$ cat config.mk
export PLATFORM = sky130hd
export DESIGN_NAME = lem_world_flat
export DESIGN_NICKNAME = d
export VERILOG_FILES = /design/src/rtl/lem_world_if.sv /design/src/rtl/lem_world.sv /design/src/flat_wrapper.sv
export SDC_FILE = /design/constraint.sdc
export NUM_CORES = 1
export LEC_CHECK = 0
export CAP_MARGIN = 40
export CORE_MARGIN = 1
export CORE_UTILIZATION = 40
export DETAILED_ROUTE_END_ITERATION = 8
export PLACE_DENSITY = 0.65
export REMOVE_ABC_BUFFERS = 1
export SLEW_MARGIN = 0
export SYNTH_ARGS = -nofsm -noshare
export SYNTH_HDL_FRONTEND = slang
export SYNTH_SLANG_ARGS = --single-unit
$ cat constraint.sdc
create_clock -name clk -period 2.9 [get_ports clk]
set_input_delay 0.29 -clock clk [delete_from_list [all_inputs] [get_ports clk]]
set_output_delay 0.29 -clock clk [all_outputs]
set_load 0.01 [all_outputs]
$ cat src/rtl/lem_world_if.sv
// lem_world_if: walker <-> world link.
//   walk_left, walk_right, aaah : driven by the walker FSM (master)
//   bump_left, bump_right, ground : driven by the world model (slave)
interface lem_world_if;
  logic walk_left;
  logic walk_right;
  logic aaah;
  logic bump_left;
  logic bump_right;
  logic ground;

  modport master (
    output walk_left,
    output walk_right,
    output aaah,
    input  bump_left,
    input  bump_right,
    input  ground
  );

  modport slave (
    input  walk_left,
    input  walk_right,
    input  aaah,
    output bump_left,
    output bump_right,
    output ground
  );
endinterface

$ cat src/rtl/lem_world.sv
// lem_world: environment model for the lemming walker FSM.
// Tracks the lemming's tile in a 1-D level, holds a loadable hole map,
// runs fixed-length falls, fills a hole on landing and counts falls.
// Ports:
//   clk         rising-edge clock
//   areset_n    asynchronous active-low reset
//   load        synchronous terrain load strobe (also restarts at START_POS)
//   hole_map    terrain to load, bit i = 1 means tile i is a hole
//   walker      lem_world_if.slave: walk/aaah in, bump/ground out
//   pos         current tile
//   land        one-cycle pulse on the cycle after a fall completes
//   falls_total completed falls, saturating at 255
module lem_world #(
  parameter int WIDTH     = 16,
  parameter int POS_W     = 4,
  parameter int START_POS = 8,
  parameter int FALL_CYC  = 3
) (
  input  logic             clk,
  input  logic             areset_n,
  input  logic             load,
  input  logic [WIDTH-1:0] hole_map,
  lem_world_if.slave       walker,
  output logic [POS_W-1:0] pos,
  output logic             land,
  output logic [7:0]       falls_total
);

  localparam int FT_W = (FALL_CYC > 1) ? $clog2(FALL_CYC) : 1;
  localparam logic [POS_W-1:0] START_P = POS_W'(START_POS);
  localparam logic [POS_W-1:0] LAST_P  = POS_W'(WIDTH - 1);
  localparam logic [FT_W-1:0]  FT_LAST = FT_W'(FALL_CYC - 1);

  logic [POS_W-1:0] pos_reg,     pos_next;
  logic [WIDTH-1:0] terrain_reg, terrain_next;
  logic [FT_W-1:0]  fall_t_reg,  fall_t_next;
  logic             land_reg,    land_next;
  logic [7:0]       falls_reg,   falls_next;

  logic ground_w;
  logic fall_done;
  // aaah is informational only: fall timing is owned by the terrain.
  logic aaah_unused;

  assign aaah_unused = walker.aaah;

  // Outputs to the walker decode registers only, so the loop through the
  // Moore walker has no combinational path.
  assign ground_w          = ~terrain_reg[pos_reg];
  assign fall_done         = ~ground_w & (fall_t_reg == FT_LAST);
  assign walker.ground     = ground_w;
  assign walker.bump_left  = (pos_reg == '0);
  assign walker.bump_right = (pos_reg == LAST_P);

  assign pos         = pos_reg;
  assign land        = land_reg;
  assign falls_total = falls_reg;

  always_ff @(posedge clk or negedge areset_n) begin
    if (!areset_n) begin
      pos_reg     <= START_P;
      terrain_reg <= '0;
      fall_t_reg  <= '0;
      land_reg    <= 1'b0;
      falls_reg   <= 8'd0;
    end else begin
      pos_reg     <= pos_next;
      terrain_reg <= terrain_next;
      fall_t_reg  <= fall_t_next;
      land_reg    <= land_next;
      falls_reg   <= falls_next;
    end
  end

  // Priority: load, then falling, then walking.
  always_comb begin
    pos_next    = pos_reg;
    fall_t_next = fall_t_reg;
    land_next   = 1'b0;
    falls_next  = falls_reg;
    if (load) begin
      pos_next    = START_P;
      fall_t_next = '0;
    end else if (!ground_w) begin
      if (fall_done) begin
        fall_t_next = '0;
        land_next   = 1'b1;
        if (falls_reg != 8'hFF) begin
          falls_next = falls_reg + 8'd1;
        end
      end else begin
        fall_t_next = fall_t_reg + 1'b1;
      end
    end else begin
      fall_t_next = '0;
      if (walker.walk_left && !walker.walk_right && (pos_reg != '0)) begin
        pos_next = pos_reg - 1'b1;
      end else if (walker.walk_right && !walker.walk_left && (pos_reg != LAST_P)) begin
        pos_next = pos_reg + 1'b1;
      end
    end
  end

  // Per-tile terrain update: a load overwrites everything, otherwise only
  // the tile under a completed fall is filled.
  generate
    for (genvar gi = 0; gi < WIDTH; gi++) begin : g_tile
      always_comb begin
        terrain_next[gi] = terrain_reg[gi];
        if (load) begin
          terrain_next[gi] = hole_map[gi];
        end else if (fall_done && (pos_reg == POS_W'(gi))) begin
          terrain_next[gi] = 1'b0;
        end
      end
    end
  endgenerate

endmodule

$ cat src/flat_wrapper.sv
// flat-port wrapper written by rule: the top's interface ports become plain ports
module lem_world_flat 
#(
  parameter int WIDTH     = 16,
  parameter int POS_W     = 4,
  parameter int START_POS = 8,
  parameter int FALL_CYC  = 3
)
  (clk, areset_n, load, hole_map, pos, land, falls_total, walker_walk_left, walker_walk_right, walker_aaah, walker_bump_left, walker_bump_right, walker_ground);
  lem_world_if walker_i ();
  input  logic clk;
  input  logic areset_n;
  input  logic load;
  input  logic [WIDTH-1:0] hole_map;
  output logic [POS_W-1:0] pos;
  output logic land;
  output logic [7:0] falls_total;
  input wire logic [$bits(walker_i.walk_left)-1:0] walker_walk_left;
  input wire logic [$bits(walker_i.walk_right)-1:0] walker_walk_right;
  input wire logic [$bits(walker_i.aaah)-1:0] walker_aaah;
  output wire logic [$bits(walker_i.bump_left)-1:0] walker_bump_left;
  output wire logic [$bits(walker_i.bump_right)-1:0] walker_bump_right;
  output wire logic [$bits(walker_i.ground)-1:0] walker_ground;
  assign walker_i.walk_left = walker_walk_left;
  assign walker_i.walk_right = walker_walk_right;
  assign walker_i.aaah = walker_aaah;
  assign walker_bump_left = walker_i.bump_left;
  assign walker_bump_right = walker_i.bump_right;
  assign walker_ground = walker_i.ground;
  lem_world #(.WIDTH(WIDTH), .POS_W(POS_W), .START_POS(START_POS), .FALL_CYC(FALL_CYC)) u_core (.clk(clk), .areset_n(areset_n), .load(load), .hole_map(hole_map), .walker(walker_i), .pos(pos), .land(land), .falls_total(falls_total));
endmodule
== Word-level counts from Yosys, hierarchy flattened ==
Cells that the tools add are included.
Cells by class
  multiplexer cells: 44
  order comparisons: 1
  equal/unequal tests: 19
  add/subtract/negate cells: 4
  reduce and logical (&&, ||, !) cells: 43
  bitwise operators: 3
Operator list (count)
  1-bit 2-to-1 mux: 36
  4-bit == test, second input constant: 8
  2-bit nonzero test: 16
  1-bit logical AND: 20
  4-bit by 3-bit == test with 1-bit output, second input constant: 4
  4-bit 2-to-1 mux: 4
  8-bit by 1-bit adder with 8-bit output, second input constant: 1
  4-bit by 2-bit == test with 1-bit output, second input constant: 2
  8-bit inequality test, second input constant: 1
  2-bit 2-to-1 mux: 3
  4-bit by 5-bit < comparator with 1-bit output, second input constant: 1
  4-bit by 1-bit adder with 4-bit output, second input constant: 1
  1-bit binary-select mux with 4-bit select: 1
  4-bit by 1-bit == test with 1-bit output, second input constant: 1
  4-bit zero test: 1
  4-bit inequality test, second input constant: 1
  4-bit AND reduction: 1
  4-bit nonzero test: 1
  4-bit by 1-bit subtractor with 4-bit output, second input constant: 1
  3-bit nonzero test: 1
  2-bit by 1-bit adder with 2-bit output, second input constant: 1
  2-bit == test, second input constant: 1
  1-bit zero test: 2
  2-bit inequality test, second input constant: 1
  other kinds (3): 4
Word-level totals
  input bits: 22
  logic and storage cells: 134
  output and inout bits: 16
  register bits: 31

== Depth between registers and ports, before layout ==
Gate-level depths: netlist of the first run.
  word-level depth: 7
  gate-level depth with buffers: 8
  mapped depth without buffers: 7

== Least setup slack after synthesis of the first run ==
OpenSTA, ideal clock, no wires.
  path type: reg-to-reg
  start point: register u_core.pos_reg[1] (netlist: u_core.pos[1])
  end point: register u_core.pos_reg[0] (netlist: u_core.pos[0])
  setup slack: 0.815 ns
  data arrival time: 1.957 ns
  library setup time: 0.128 ns
  stages on the path, launching flop included: 8
  clock period less this slack: 2.085 ns
  data required time: 2.772 ns
  buffers on the path: 1
  path through: dfrtp_1 buf_6 mux4_2 mux2_4 nand2_4 nand2_4 a21oi_2 mux2_1
Between the ends
  longest elaborated chain between the ends: 5
  elaborated cells between the ends (all ways): 12
  those cells by class: 2 x eq/ne; 5 x mux; 5 x reduce/logical
RTL lines
  start, declared: RTL line lem_world.sv:34  | logic [POS_W-1:0] pos_reg, pos_next;
  start signal, assigned: RTL line lem_world.sv:67  | pos_reg <= pos_next;
  parallel branches: the longest is 5 deep, another holds 1-bit binary-select mux with 4-bit select
Parallel ways; which one is timed is not known. The select of a mux whose other input is x is not followed.
A chain may end at the register's enable or synchronous reset.

== Worst setup path in the final report of the first run ==
  start point: register u_core.pos_reg[1] (netlist: u_core.pos[1])
  end point: output port walker_ground
Between the ends
  longest elaborated chain between the ends: 3
RTL lines
  1-bit binary-select mux with 4-bit select: RTL line lem_world.sv:49  | assign ground_w = ~terrain_reg[pos_reg];
  1-bit 2-to-1 mux (not written as such): RTL line lem_world.sv:49
  1-bit inverter: RTL line lem_world.sv:49
  end, declared: RTL line flat_wrapper.sv:23  | output wire logic [$bits(walker_i.ground)-1:0] walker_ground;
Every way passes these cells. The select of a mux whose other input is x is not followed.

==> qor.yml, run 1 <==
critical_path:
  rr_worst_depth: 7
  critPathLaunchType: "flip-flop"
  cp_max_fo: 11
  timing.rr.start: "u_core.pos[3]$_DFFE_PN1P_"
  crit_required_ps: 2610
  timing.rr.end: "u_core.falls_total[4]$_DFFE_PN0P_"
  critical_path_class: "reg2out"
  ff2ff_setup_slack_ps: 610
  cp.arrival_ps: 2490
  cp-end-kind: "output port"
drt:
  dr.pass1.iters: 4
  dr_total_vias: 1349
  postRouteAntennaNets: 0
  drtIter0Drc: 47
  viasPerCell: 5.42
  drc: 0
  totalWireLength_mm: 3.94
  post_drt_wl_per_cell_um: 15.8
power_and_ir_drop:
  p_seq_share_pct: 37.0
  clock_power_share_pct: 26.9
  p_comb_share_pct: 36.2
  power.switching_uw: 566
  p_sw_share_pct: 34.3
  power.internal_uw: 1090
  powerDensity_nw_per_um2: 719
  max-vdd-ir-drop_mv: 0.394
  leakage_uw: 0.00100
place:
  placed_cell_area_um2: 2170
  place_inst: 241
  hpwl_mm: 2.87
  post-place-ws_ps: 294
  gp_congestion: 0.775
  port_buffers: 36
sta:
  slew_headroom_pct: 60.1
  tns_ps: 0
  worstMarginPinSlew_ps: 596
  fin_hold_ws_ps: 407
  clock_skew_ps: 5.92
  rsz0062_at_grt: "no"
  setup_violations: 0
  fin_ws_ps: 124
  slew_violations: 0
  timing.fmax_ghz: 0.360
  period_minus_slack_ps: 2780
  finalHoldViolCount: 0
  post-route-period-util_pct: 95.7
yosys:
  synth_area_leader_cell: "dfrtp_1"
  syn_area_um2: 1770
  synth_commonest_cells: "30 x dfrtp_1, 8 x mux2i_1, 8 x nor2b_1, 7 x a21oi_1, 7 x inv_1"
  ys_top_cells_by_area: "dfrtp_1 42%, mux2i_1 4.5%, ha_1 4.2%, xnor2_1 3.0%, nor2b_1 2.8%"
  syn_inst: 159
  synth_compound_area_share_pct: 15.6
  synth_flop_cell: "dfrtp_1"
  yosys.area_share.simple_pct: 17.3
  ys_types: 50
  synthMuxAreaShare_pct: 11.3
  synth-seq-area-share_pct: 44.0
  synthAdderAreaFrac_pct: 4.25
  synth-xor-area-share_pct: 3.47
  ys_warn_count: 0
  synth-seq-cells: 31
  synth-edff-count: 0
  async_flop_share_pct: 100
  syn_area_per_cell_um2: 11.1
  synth_top_family_by_area: "simple AND/OR/NAND/NOR gates"
  synth.most_common_cell: "dfrtp_1"
  netlist.area_leader.share_pct: 42.5
job:
  drv_cap: 0
cells_and_area:
  final_cell_count_no_fill: 249
  n_fill_cell: 360
  fin_nets: 226
  diodes: 0
  synthToLayoutAreaGrowth_pct: 30.0
  largest_register_ffs: 16
  drive_gt1_share_pct: 15.1
  stdcell_area_um2: 2300
clock_network:
  cts_tree: "yes"
  cts_hold_buf: 0
  htree_num_levels: 2
  insertion_delay_ps: 280
  cts.clk_slew.worst_paths_ps: 70
  cts.sinks: 31
  cts_setup_buffers: 0
  root_buffer: "clkbuf_8"
  clockBufferDepth: 2
  cts_made_buffers: 5
global_route:
  grt_max_degree: 32
  gr-usage-met1_pct: 24.3
  grt_pass1_vias: 1340
  grtUsageMet2_pct: 32.2
  grt_pass1_wl_mm: 6.51
  grt.met3_usage_pct: 5.33
  grt.total_usage_pct: 19.4
  busiest_layer: "met2"
  overflow: 0
  antenna_found_initial: 0
floorplanning:
  die_w_um: 68.5
  start_util_pct: 42.9
  ios: 38
  coreArea_um2: 4120
  fp-row-count: 23
  die_h_um: 68.5
  dieArea_um2: 4690
status:
  status: "complete, no violations"
worst_hold_path:
  min_path_type: "in2async"
==> worst max path at each step <==
stage,from,to,slack [ps],cells after the start
finish,u_core.pos[1]$_DFFE_PN0P_,walker_ground,120,6
global route,u_core.pos[3]$_DFFE_PN1P_,walker_ground,30,7
CTS,u_core.pos[3]$_DFFE_PN1P_,walker_ground,70,7
detailed placement,u_core.pos[1]$_DFFE_PN0P_,walker_ground,290,6
global placement,u_core.pos[1]$_DFFE_PN0P_,walker_ground,340,6
floorplan,u_core.pos[1]$_DFFE_PN0P_,u_core.pos[0]$_DFFE_PN0P_,770,6
==> placed cells by master, fill, tap and decap left out, drive strengths merged, types with 2 or more instances in the layout <==
| cell type | instances |
|---|---|
| dfrtp | 30 |
| and2 | 2 |
| mux2 | 6 |
| ha | 6 |
| nor2b | 8 |
| xnor2 | 6 |
| o21ai | 3 |
| a31oi | 3 |
| clkdlybuf4s50 | 36 |
| a21o | 5 |
| nand3b | 3 |
| a21boi | 3 |
| a211oi | 2 |
| nand3 | 5 |
| nor3 | 2 |
| mux4 | 2 |
| a311oi | 3 |
| buf | 3 |
| nor2 | 5 |
| inv | 8 |
| nand2 | 8 |
| and3 | 3 |
| a21oi | 8 |
| mux2i | 8 |
| a22o | 3 |
| nand2b | 3 |
| clkbuf | 6 |
| nand4 | 5 |
==> power groups by stage <==
stage / clock [uW] / combinational, uW / sequential, uW
detailed placement: 0 / 596 / 616
floorplan: 0 / 357 / 607
finish: 443 / 597 / 610
global route: 481 / 659 / 627
CTS: 452 / 599 / 608
global placement: 0 / 585 / 609
==> metal layers <==
layer	vias to the layer above	part of all wire (%)	wire [um]
li1	655	-	-
met1	646	45	1790
met2	42	48	1900
met3	6	5.7	226
met4	0	0.76	30
met5	-	0	0
==> critical path: stages (launching register included) <==
cell and delay [ps]:
dfrtp_2 510, mux4_2 560, mux2_4 300, nand2_4 120
nand2_4 70, inv_2 100, clkdlybuf4s50_1 540
==> stage by stage <==
stage,utilization [%],power [uW]
floorplan,-,964
global placement,52.7,1190
detailed placement,52.7,1210
CTS,55.6,1660
global route,55.8,1770
finish,55.8,1650
==> timing repair <==
| item | CTS | global route |
|---|---|---|
| gates cloned | 0 | 0 |
| gates resized for setup | 1 | 2 |
| pin swaps | 0 | 0 |
| setup endpoints to repair | 1 | 1 |
==> kinds of logic (layout without fill, tap and decap cells) <==
logic type	Yosys count	count (layout)
and+or+nand+nor	48	48
AOI/OAI and AO/OA	36	36
DFF	31	31
muxes	16	16
buffers and inverters	15	55
xor gates and xnor gates	7	7
adders and majority gates	6	6
==> cell type report <==
type | count | area [um2] | area share, %
multi-input combinational | 113 | 921 | 40.1
tap | 50 | 62.6 | 2.72
clock buffer | 6 | 82.6 | 3.60
timing repair buffer | 39 | 383 | 16.7
clock inverter | 2 | 35.0 | 1.53
sequential | 31 | 782 | 34.1
inverter | 8 | 30.0 | 1.31
(Power assumes the default switching activity.)
==> inputs of run 2 (changes only) <==
--- a/config.mk
+++ b/config.mk
@@ -9,6 +9,7 @@
 export CORE_MARGIN = 1
 export CORE_UTILIZATION = 40
 export DETAILED_ROUTE_END_ITERATION = 8
+export MAX_ROUTING_LAYER = met4
 export PLACE_DENSITY = 0.65
 export REMOVE_ABC_BUFFERS = 1
 export SLEW_MARGIN = 0
==> constraint.sdc (replaced) <==
create_clock -name clk -period 2.9 [get_ports clk]
set_input_delay 0.58 -clock clk [delete_from_list [all_inputs] [get_ports clk]]
set_output_delay 0.58 -clock clk [all_outputs]
set_load 0.01 [all_outputs]
==> qor.yml, run 2 (synthesis gave the netlist of run 1 again) <==
clock_network:
  htree_num_levels: 2
  clockBufferDepth: 2
  cts.clk_slew.worst_paths_ps: 60
  cts_tree: "yes"
  cts_made_buffers: 5
  insertion_delay_ps: 280
  cts.sinks: 31
  root_buffer: "clkbuf_8"
floorplanning:
  die_w_um: 68.5
  die_h_um: 68.5
  fp-row-count: 23
  start_util_pct: 42.9
  dieArea_um2: 4690
  ios: 38
  coreArea_um2: 4120
critical_path:
  timing.rr.start: "u_core.pos[1]$_DFFE_PN0P_"
  cp-end-kind: "output port"
  critPathLaunchType: "flip-flop"
  critPathLaunch: "u_core.pos[3]$_DFFE_PN1P_"
  crit_required_ps: 2320
  cp_max_fo: 7
  critical_path_class: "reg2out"
  rr_worst_depth: 8
  cp.arrival_ps: 2110
global_route:
  grt_pass1_wl_mm: 6.59
  antenna_found_initial: 0
  grt.total_usage_pct: 20.3
  overflow: 0
  grt.met3_usage_pct: 5.83
  gr-usage-met1_pct: 24.1
  busiest_layer: "met2"
  grt_max_degree: 32
  grt_pass1_vias: 1405
  grtUsageMet2_pct: 32.2
power_and_ir_drop:
  max-vdd-ir-drop_mv: 0.285
  leakage_uw: 0.00102
  powerDensity_nw_per_um2: 678
sta:
  setup_violations: 0
  tns_ps: 0
  finalHoldViolCount: 0
  period_minus_slack_ps: 2690
  slew_violations: 0
  post-route-period-util_pct: 92.7
  rsz0062_at_grt: "no"
  worstMarginPinSlew_ps: 537
  slew_headroom_pct: 63.8
  clock_skew_ps: 3.82
  timing.fmax_ghz: 0.372
drt:
  post_drt_wl_per_cell_um: 15.5
  dr.pass1.iters: 4
  postRouteAntennaNets: 0
  totalWireLength_mm: 3.96
  drc: 0
  drtIter0Drc: 57
  dr_total_vias: 1395
  viasPerCell: 5.47
cells_and_area:
  n_fill_cell: 360
  diodes: 0
  largest_register_ffs: 16
  final_common_cell: "clkdlybuf4s50_1"
  synthToLayoutAreaGrowth_pct: 29.9
  fin_nets: 232
  final_cell_mix: "35 x clkdlybuf4s50_1, 30 x dfrtp_1, 9 x buf_4"
  stdcell_area_um2: 2290
  drive_gt1_share_pct: 15.6
place:
  gp_congestion: 0.859
  hpwl_mm: 2.91
  placed_cell_area_um2: 2200
  port_buffers: 36
status:
  status: "complete, no violations"
job:
  drv_cap: 0
worst_hold_path:
  min_path_type: "reg2reg"
  min_from: "u_core.fall_t_reg[0]$_DFF_PN0_"
  min_path_cells: 1
==> run 2: changes by cell type in the layout (fill, tap and decap cells not counted) <==
cell,change
buf_4,+6
dfrtp_1,+1
dfstp_4,-1
dfrtp_2,-1
clkbuf_8,-1
dfstp_2,+1
clkbuf_1,+2
mux2i_2,-1
bufinv_16,-1
clkdlybuf4s50_1,-1
dlygate4sd2_1,+1
mux2i_1,+1
==> run 2: per-layer routing <==
layer	routed length, um	share of wire, %	up-vias
met1	1840	46	673
met2	1900	48	43
li1	-	-	673
met5	0	0	-
met3	185	4.7	6
met4	42	1.1	0
==> run 2: path summary, 6_finish.rpt <==
path	endpoint	slack, ps
max reg2reg	u_core.pos[3]$_DFFE_PN1P_	740
max in group asynchronous	u_core.pos[3]$_DFFE_PN1P_	1880
min in group asynchronous	u_core.falls_total[1]$_DFFE_PN0P_	700
max	walker_ground	210
min	u_core.fall_t_reg[0]$_DFF_PN0_	450
min reg2reg	u_core.fall_t_reg[0]$_DFF_PN0_	450
==> run 2: worst max-delay path: stages (launching register included) <==
cell and delay (ps):
dfstp_2 630, mux4_2 340, mux2_4 300, nand2_4 120
nand2_4 70, inv_2 90, dlygate4sd2_1 270
==> run 2: repair_timing <==
| action | in CTS | in global routing |
|---|---|---|
| buffers inserted | 2 | 0 |
| hold buffers | 0 | 0 |
| setup endpoints to repair | 1 | 0 |
| resized for setup | 1 | 0 |
==> run 2: area by class of cell <==
class	count	area, um2	area share [%]
tap	50	62.6	2.73
multi-input combinational	113	917	40.0
timing repair buffer	45	427	18.6
sequential	31	777	33.9
clock buffer	7	76.3	3.33
clock inverter	1	5.00	0.218
inverter	8	30.0	1.31
==> run 2: power breakdown <==
| part | leakage, uW | total, uW | switching [uW] | internal (uW) |
|---|---|---|---|---|
| clock network | 0.0000422 | 322 | 154 | 168 |
| logic | 0.000583 | 661 | 343 | 318 |
| registers | 0.000392 | 572 | 68.8 | 503 |
==> run 2: through the flow <==
stage          instances  hold WS (ps)  total power [uW]  setup WS [ps]  utilization [%]
2_1_floorplan        152           284               964            652                -
3_3_place_gp         245           432              1220            157             53.5
3_5_place_dp         245           445              1240            143             53.5
4_1_cts              255           452              1570            193             55.8
5_1_grt              255           477              1670           85.4             55.8
6_report             255           447              1550            210             55.8
